<file path="src/rtl/dmx3_seq.sv">
// dmx3_seq: round-robin three-way demux into held channels A/B/C.
// Optional DMX3_SKIP_BUSY_EN: target search skips full channels.
module dmx3_seq #(
  parameter int W = 8
) (
  input  logic         CLK,
  input  logic         RESETL,
  input  logic [W-1:0] DIN,
  input  logic         DVALID,
  output logic         DREADY,
  input  logic         SYNC,
  output logic [W-1:0] A_Q,
  output logic [W-1:0] B_Q,
  output logic [W-1:0] C_Q,
  output logic         A_VLD,
  output logic         B_VLD,
  output logic         C_VLD,
  input  logic         A_ACK,
  input  logic         B_ACK,
  input  logic         C_ACK,
  output logic         SEL_0,
  output logic         SEL_1
);

  typedef enum logic [1:0] {
    CH_A = 2'b00,
    CH_B = 2'b01,
    CH_C = 2'b10
  } ch_e;

  ch_e          ptr_q, ptr_d, ptr_n, tgt;
  logic [2:0]   full_q, full_d;
  logic [2:0]   ack, tgt_oh;
  logic [W-1:0] a_q, b_q, c_q;
  logic         rdy, xfer;

  function automatic ch_e nxt(input ch_e p);
    case (p)
      CH_A:    nxt = CH_B;
      CH_B:    nxt = CH_C;
      default: nxt = CH_A;
    endcase
  endfunction

  function automatic logic is_full(input ch_e p,
                                   input logic [2:0] f);
    case (p)
      CH_B:    is_full = f[1];
      CH_C:    is_full = f[2];
      default: is_full = f[0];
    endcase
  endfunction

  assign ack = {C_ACK, B_ACK, A_ACK};

  // Normalise the pointer; the unused code 11 reads as A
  always_comb begin
    case (ptr_q)
      CH_B:    ptr_n = CH_B;
      CH_C:    ptr_n = CH_C;
      default: ptr_n = CH_A;
    endcase
  end

`ifdef DMX3_SKIP_BUSY_EN
  ch_e p1, p2;

  // First free channel starting at the pointer
  always_comb begin
    p1  = nxt(ptr_n);
    p2  = nxt(p1);
    tgt = ptr_n;
    if (!is_full(ptr_n, full_q))
      tgt = ptr_n;
    else if (!is_full(p1, full_q))
      tgt = p1;
    else if (!is_full(p2, full_q))
      tgt = p2;
    rdy = ~&full_q;
  end
`else
  // Strict round-robin: target is the pointer
  always_comb begin
    tgt = ptr_n;
    rdy = ~is_full(ptr_n, full_q);
  end
`endif

  // Target decode and next-state
  always_comb begin
    case (tgt)
      CH_B:    tgt_oh = 3'b010;
      CH_C:    tgt_oh = 3'b100;
      default: tgt_oh = 3'b001;
    endcase
    xfer   = DVALID & rdy;
    full_d = (full_q & ~ack) | (xfer ? tgt_oh : 3'b000);
    if (SYNC)
      ptr_d = CH_A;
    else if (xfer)
      ptr_d = nxt(tgt);
    else
      ptr_d = ptr_n;
  end

  // Pointer, full flags and channel registers
  always_ff @(posedge CLK or negedge RESETL) begin
    if (!RESETL) begin
      ptr_q  <= CH_A;
      full_q <= 3'b000;
      a_q    <= '0;
      b_q    <= '0;
      c_q    <= '0;
    end else begin
      ptr_q  <= ptr_d;
      full_q <= full_d;
      if (xfer && tgt_oh[0]) a_q <= DIN;
      if (xfer && tgt_oh[1]) b_q <= DIN;
      if (xfer && tgt_oh[2]) c_q <= DIN;
    end
  end

  assign DREADY = rdy;
  assign A_Q    = a_q;
  assign B_Q    = b_q;
  assign C_Q    = c_q;
  assign A_VLD  = full_q[0];
  assign B_VLD  = full_q[1];
  assign C_VLD  = full_q[2];
  assign SEL_0  = (tgt == CH_B);
  assign SEL_1  = (tgt == CH_C);

endmodule

</file>
<file path="config.mk">
export PLATFORM = sky130hd
export DESIGN_NAME = dmx3_seq
export DESIGN_NICKNAME = d
export VERILOG_FILES = /design/src/rtl/dmx3_seq.sv
export SDC_FILE = /design/constraint.sdc
export NUM_CORES = 1
export LEC_CHECK = 0
export CELL_PAD_IN_SITES_DETAIL_PLACEMENT = 0
export CELL_PAD_IN_SITES_GLOBAL_PLACEMENT = 1
export CORE_MARGIN = 2
export CORE_UTILIZATION = 36
export CTS_BUF_LIST = sky130_fd_sc_hd__clkbuf_4
export DETAILED_ROUTE_END_ITERATION = 10
export GPL_ROUTABILITY_DRIVEN = 0
export PLACE_DENSITY_LB_ADDON = 0.1
export REMOVE_ABC_BUFFERS = 1
export SLEW_MARGIN = 20
export SYNTH_ARGS = -nofsm -noshare
export SYNTH_HDL_FRONTEND = slang
export SYNTH_SLANG_ARGS = --single-unit
export TNS_END_PERCENT = 30
</file>
<file path="constraint.sdc">
create_clock -name CLK -period 2.2 [get_ports CLK]
set_input_delay 0.33 -clock CLK [delete_from_list [all_inputs] [get_ports CLK]]
set_output_delay 0.33 -clock CLK [all_outputs]
set_load 0.02 [all_outputs]
</file>
==> impl_metrics.toml, run 1 <==
[timing]
report.final.hold_viol_count = 0
holdWs_ns = 0.383
fin_skew_ns = 0.0106
fmax_mhz = 475
maxSlewViolCount = 0
rsz_0062_raised_after_global_routing = "no"
post_route_minimum_period_ns = 2.10
final_number_of_setup_violating_endpoints = 0
worst_tran_pin_value_ns = 0.415
slew_limit_headroom_pct = 72.4
setup_total_negative_slack_ns = 0
period_share_pct = 95.6

[clock_network]
cts_num_sinks = 29
cts.reportedPaths.clkPinSlew_ns = 0.10
cts.htree.levels = 2
cts.root.buffer_cell = "sky130_fd_sc_hd__clkbuf_4"
cts_buffer_depth = 2
cts-hold-fix-buffers = 0
cts-buffers-inserted = 5
tritoncts = "built"
worstSkewPairLatency_ns = 0.33

[pwr]
power.density_nw_per_um2 = 1290
peakVddDrop_mv = 0.644
cell_internal_pwr_mw = 1.58
leakagePower_nw = 0.807
switching_fraction_pct = 34.4
power_frac_seq_pct = 34.1
power.net_switching_mw = 0.828
p_comb_share_pct = 48.1
clockPowerShare_pct = 17.8

[place]
dpl.hpwl_um = 1960
port_buffers = 44

[global_route]
overflow = 0
antenna_violations_before_repair = 0
grt_start_max_net_pins = 30
grtUsageTotal_pct = 15.9
grt_first_pass_wirelength_um = 4870
vias_in_the_first_global_route = 1023

[floorplan]
start_util_pct = 38.1
pin_count = 45
coreArea_sq_um = 3420
chipWidth_um = 64.1
die_h_um = 64.1
area_of_the_die_sq_um = 4110
row_count = 21

[logic_synthesis]
synth.yosys.seq_area_share_pct = 55.8
synthCells = 107
synth.lib_cells_used.distinct = 20
ys_ff_latch = 29
post_synth_main_area_contributors = "sky130_fd_sc_hd__dfrtp_1, sky130_fd_sc_hd__o211ai_1, sky130_fd_sc_hd__mux2_4, sky130_fd_sc_hd__mux2_2, sky130_fd_sc_hd__nand2_1"
syn_area_per_cell_sq_um = 12.2
synth_top_cell_area_share_pct = 55.8
synth_area_sq_um = 1300
synthDominantAreaCellType = "sky130_fd_sc_hd__dfrtp_1"
ys.warnings.count = 0

[setup_path]
path_class = "reg2out"
critPathCaptureType = "primary output"
startpoint_type = "flop"
max_stage_delay_ns = 0.63
worst_ep_arrival_time_ns = 1.77
worst_path_max_delay_cell = "sky130_fd_sc_hd__clkdlybuf4s50_1"
worstPathCellList = "inv_1 > ha_1 > buf_4 > clkdlybuf4s50_1"
critical_path_buffer_and_inverter_count = 3
crit_required_ns = 1.87
crit_family = "buffers and inverters"
critPathMaxFanout = 11
setup.reg_to_reg.worst_slack_ns = 0.35

[flow_run]
maxCapViolations = 0

[finish]
number_of_antenna_cells_inserted = 0
post_route_cells_drive_above_1_share_pct = 17.9
areaGrowthSynthToFinish_pct = 43.7
design.final.nets = 172

[run_status]
result_of_the_run = "completed"

[routing]
drc = 0
drt-initial-drc-count = 21
detailroute.via_count = 1008
detail_route.wirelength_um = 2920
drt_first_pass_iters = 4
detailed_route_vias_per_instance = 4.99
detail-route-antenna-nets = 0
routed_wire_length_per_instance_um = 14.5

[min_path]
holdCritPathClass = "in2async"
## synth_stat cells (all sizes together)
library cell and count:
buf 5, o21ai 3, nand2b 1, clkinv 1, nand3b 2, o211ai 17
mux2i 1, ha 2, a21oi 2, o22ai 1, inv 6, clkbuf 2
o21a 1, o22a 1, dfrtp 29, a22o 1, nand2 16, mux2 16
## per-layer routing
metal	wire length (um)	vias to the layer above	GRT usage (%)	part of all wire [%]
met1	1350	486	21.5	46
met3	193	8	5.81	6.6
met2	1310	36	22.8	45
met4	60	0	7.18	2.1
li1	-	478	-	-
met5	0	-	0	0
## cell usage in the layout (no fill, tap or decap)
cell type	instances
sky130_fd_sc_hd__clkdlybuf4s50_1	43
sky130_fd_sc_hd__o22a_2	1
sky130_fd_sc_hd__mux2_4	8
sky130_fd_sc_hd__a21oi_1	2
sky130_fd_sc_hd__nand2b_1	1
sky130_fd_sc_hd__ha_1	2
sky130_fd_sc_hd__o211ai_1	17
sky130_fd_sc_hd__bufinv_16	1
sky130_fd_sc_hd__nand3b_1	2
sky130_fd_sc_hd__a22o_1	1
sky130_fd_sc_hd__inv_1	6
sky130_fd_sc_hd__dlygate4sd2_1	1
sky130_fd_sc_hd__mux2_2	8
sky130_fd_sc_hd__buf_4	4
sky130_fd_sc_hd__dfrtp_1	29
sky130_fd_sc_hd__o21a_1	1
sky130_fd_sc_hd__o21ai_0	3
sky130_fd_sc_hd__mux2i_1	1
sky130_fd_sc_hd__o22ai_1	1
sky130_fd_sc_hd__nand2_1	16
sky130_fd_sc_hd__clkbuf_4	6
sky130_fd_sc_hd__clkinv_1	2
## path summary, 6_finish.rpt
path / cells past startpoint / from / to
hold reg to reg: 1 / A_Q[5] / A_Q[5]
max in group asynchronous: 2 / RESETL / A_Q[0]
setup reg to reg: 5 / ptr_q[0] / B_Q[0]
min in group CLK: 1 / A_Q[5] / A_Q[5]
setup / recovery: 4 / ptr_q[0] / SEL_1
hold / removal: 2 / RESETL / B_Q[7]
## kinds of logic (layout without fill, tap and decap cells)
| group | after synthesis | in the layout | share of synthesized area, % |
|---|---|---|---|
| muxes | 17 | 17 | 16.9 |
| and+or+nand+nor | 19 | 19 | 6.25 |
| DFF | 29 | 29 | 55.8 |
| buffers and inverters | 14 | 63 | 5.00 |
| adders and majority gates | 2 | 2 | 1.92 |
| AOI/OAI and AO/OA | 26 | 26 | 14.1 |
## layout make-up
class	count	area (sq um)
flip-flops and latches	29	726
inverters	7	26.3
clock inverters	2	33.8
multi-input cells	64	512
well taps	46	57.6
clock buffers	6	45.0
repair buffers	48	469
fillers	320	1550
## power by group through the flow
stage	sequential, mW	combinational [mW]	clock [mW]
6_report	0.821	1.16	0.428
4_1_cts	0.826	1.17	0.441
3_5_place_dp	0.832	1.17	0
5_1_grt	0.847	1.24	0.467
3_3_place_gp	0.828	1.16	0
2_1_floorplan	1.05	0.427	0
## repair_timing
item / in CTS / in global routing
gates resized for setup: 1 / 1
setup endpoints to repair: 1 / 3
setup buffers: 0 / 0
pin swaps: 0 / 0
endpoints found under the hold margin: 0 / 0
## flip-flops by register name, summed over array words and instances, names as in the netlist
signal,count
A_Q,8
B_Q,8
ptr_q,2
C_Q,8
full_q,3
## worst register-to-register path: cells and delay by family (launching register included)
family | cells | cell delay (ns)
DFF | 1 | 0.40
buffers and inverters | 1 | 0.18
adders and majority gates | 1 | 0.26
muxes | 1 | 0.34
AOI/OAI and AO/OA | 2 | 0.56
## metrics by stage
stage                     setup slack, ns  instance area [sq um]  total power, mW  utilization [%]  instances
after floorplan                    0.0377                   1260             1.47                -        100
after global placement              0.222                   1790             1.99             52.4        194
after detailed placement            0.114                   1790             2.00             52.4        194
after CTS                          0.0757                   1870             2.44             54.7        202
after global routing              0.00942                   1870             2.56             54.7        202
final                              0.0964                   1870             2.41             54.7        202
Note: power is estimated with default switching activity, not from simulation.
==> inputs of run 2 (changes only) <==
Settings changed: CORE_ASPECT_RATIO from default to 1.5.
==> run 2 against run 1 <==
Compared with the run above: sequential power grew 0.6%; wire length is 2.2% higher; first-iteration DRC count shrank 43%; flip-flop and latch count unchanged; total power shrank 5.7%; sequential share of layout area increased by 0.74 points; final area decreased by 1.9%; combinational power barely moved.
==> impl_metrics.toml, run 2 (same netlist as run 1, synthesis figures left out) <==
[run_status]
result_of_the_run = "completed"

[routing]
drt-initial-drc-count = 12
detailed_route_vias_per_instance = 5.11
routed_wire_length_per_instance_um = 15.2
top_layer_used = "met4"
met3WireLength_um = 191
wl_met1_um = 1250
drc = 0
drt_first_pass_iters = 4
detail-route-antenna-nets = 0
met2WireLength_um = 1520
detail_route.wirelength_um = 2990
detailroute.via_count = 1006

[timing]
report.final.hold_viol_count = 0
finalWorstSetupSlack_ns = 0.117
maxSlewViolCount = 0
worst_tran_pin_value_ns = 0.648
fmax_mhz = 480
fin_skew_ns = 0.00900
setup_total_negative_slack_ns = 0
rsz_0062_raised_after_global_routing = "no"
post_route_minimum_period_ns = 2.08
period_share_pct = 94.7
slew_limit_headroom_pct = 56.8
final_number_of_setup_violating_endpoints = 0

[clock_network]
cts_buffer_depth = 2
cts_num_sinks = 29
cts.htree.levels = 2
cts.root.buffer_cell = "sky130_fd_sc_hd__clkbuf_4"
cts-buffers-inserted = 5
cts-hold-fix-buffers = 0
tritoncts = "built"
cts.reportedPaths.clkPinSlew_ns = 0.09
worstSkewPairLatency_ns = 0.31

[floorplan]
area_of_the_die_sq_um = 4120
die_h_um = 77.6
pin_count = 45
row_count = 26
coreArea_sq_um = 3450
chipWidth_um = 53.1
start_util_pct = 37.7

[place]
dpl.hpwl_um = 2000
port_buffers = 44
placedCellCount = 191
total_placed_instance_area_sq_um = 1790
placement.setup.worst_slack_ns = 0.127

[setup_path]
worstPathCellList = "inv_1 > ha_1 > a22o_1 > buf_4 > o22a_1 > mux2_4"
critPathCaptureType = "flop"
startpoint_type = "flop"
max_stage_delay_ns = 0.56
crit_required_ns = 2.40
critPathMaxFanout = 12
critical_path_buffer_and_inverter_count = 2
worst_path_max_delay_cell = "sky130_fd_sc_hd__o22a_1"
crit_family = "compound AO/OA/AOI/OAI gates"
worst_ep_arrival_time_ns = 2.28
regToRegStartpoint = "ptr_q[1]"
crit-reg2reg-capture = "B_Q[4]"
ff2ff_path_depth = 6
path_class = "reg2reg"
setup.reg_to_reg.worst_slack_ns = 0.12

[finish]
final_cell_area_sq_um = 1830
mostFrequentLayoutCell = "sky130_fd_sc_hd__clkdlybuf4s50_1"
areaGrowthSynthToFinish_pct = 41.0
final_cell_count_no_fill = 197
number_of_antenna_cells_inserted = 0
postLayoutCoreUtil_pct = 53.2
num-fill-cells = 342
most-common-layout-cells = "sky130_fd_sc_hd__clkdlybuf4s50_1, sky130_fd_sc_hd__dfrtp_1, sky130_fd_sc_hd__o211ai_1"
post_route_cells_drive_above_1_share_pct = 17.4
design.final.nets = 173

[global_route]
antenna_violations_before_repair = 0
grtUsageTotal_pct = 16.5
vias_in_the_first_global_route = 1020
grt_first_pass_wirelength_um = 4890
grt_start_max_net_pins = 30
overflow = 0

[pwr]
power.density_nw_per_um2 = 1240
leakagePower_nw = 0.794
peakVddDrop_mv = 0.697

[flow_run]
maxCapViolations = 0

[min_path]
holdCritPathClass = "in2async"
==> run 2: changes by cell type in the layout (fill, tap and decap cells not counted) <==
cell / before / now
sky130_fd_sc_hd__clkinv_1: 2 / 1
sky130_fd_sc_hd__o22a_1: 0 / 1
sky130_fd_sc_hd__clkbuf_4: 6 / 5
sky130_fd_sc_hd__buf_4: 4 / 5
sky130_fd_sc_hd__clkinv_2: 0 / 1
sky130_fd_sc_hd__bufinv_16: 1 / 0
sky130_fd_sc_hd__o22a_2: 1 / 0
==> run 2: repair_timing <==
item | CTS | global route
buffers inserted | 0 | 0
resized for setup | 1 | 0
endpoints found under the setup margin | 1 | 0
==> run 2: how the worst max path moves through the flow <==
| stage | start | endpoint | slack [ns] | cells after the start |
|---|---|---|---|---|
| 5_1_grt | ptr_q[0] | SEL_1 | 0.03 | 4 |
| 3_3_place_gp | ptr_q[1] | B_Q[3] | 0.22 | 6 |
| 4_1_cts | ptr_q[0] | SEL_1 | 0.10 | 4 |
| 6_report | ptr_q[1] | B_Q[4] | 0.12 | 6 |
| 3_5_place_dp | ptr_q[1] | B_Q[2] | 0.13 | 6 |
| 2_1_floorplan | ptr_q[0] | B_Q[0] | 0.04 | 5 |
==> run 2: per-layer routing <==
layer | track usage [%] | vias to the layer above
met5 | 0 | -
met4 | 6.92 | 0
met3 | 5.38 | 2
met2 | 26.4 | 36
met1 | 20.0 | 494
li1 | - | 474
==> run 2: stage by stage <==
step	hold slack (ns)	total power, mW
2_1_floorplan	0.0344	1.47
3_3_place_gp	0.488	2.00
3_5_place_dp	0.491	2.01
4_1_cts	0.396	2.30
5_1_grt	0.418	2.41
6_report	0.399	2.27
==> run 2: power breakdown <==
group | internal (mW) | switching, mW | total (mW)
clock network | 0.111 | 0.169 | 0.280
registers | 0.717 | 0.109 | 0.826
logic | 0.616 | 0.546 | 1.16
total | 1.44 | 0.824 | 2.27
==> run 2: layout make-up <==
cell class / count / area [sq um] / share of cell area (%)
Clock buffer: 5 / 37.5 / 2.05
Clock inverter: 1 / 5.00 / 0.273
Inverter: 7 / 26.3 / 1.43
Multi-Input combinational cell: 64 / 510 / 27.8
Sequential cell: 29 / 726 / 39.6
Tap cell: 42 / 52.6 / 2.86
Timing Repair Buffer: 49 / 477 / 26.0
==> run 2: worst reg2reg max path: cells and delay by family, from the launching register on <==
| family | cells | cell delay, ns |
|---|---|---|
| adders and majority gates | 1 | 0.23 |
| DFF | 1 | 0.40 |
| muxes | 1 | 0.35 |
| AOI/OAI and AO/OA | 2 | 0.75 |
| buffers and inverters | 2 | 0.25 |
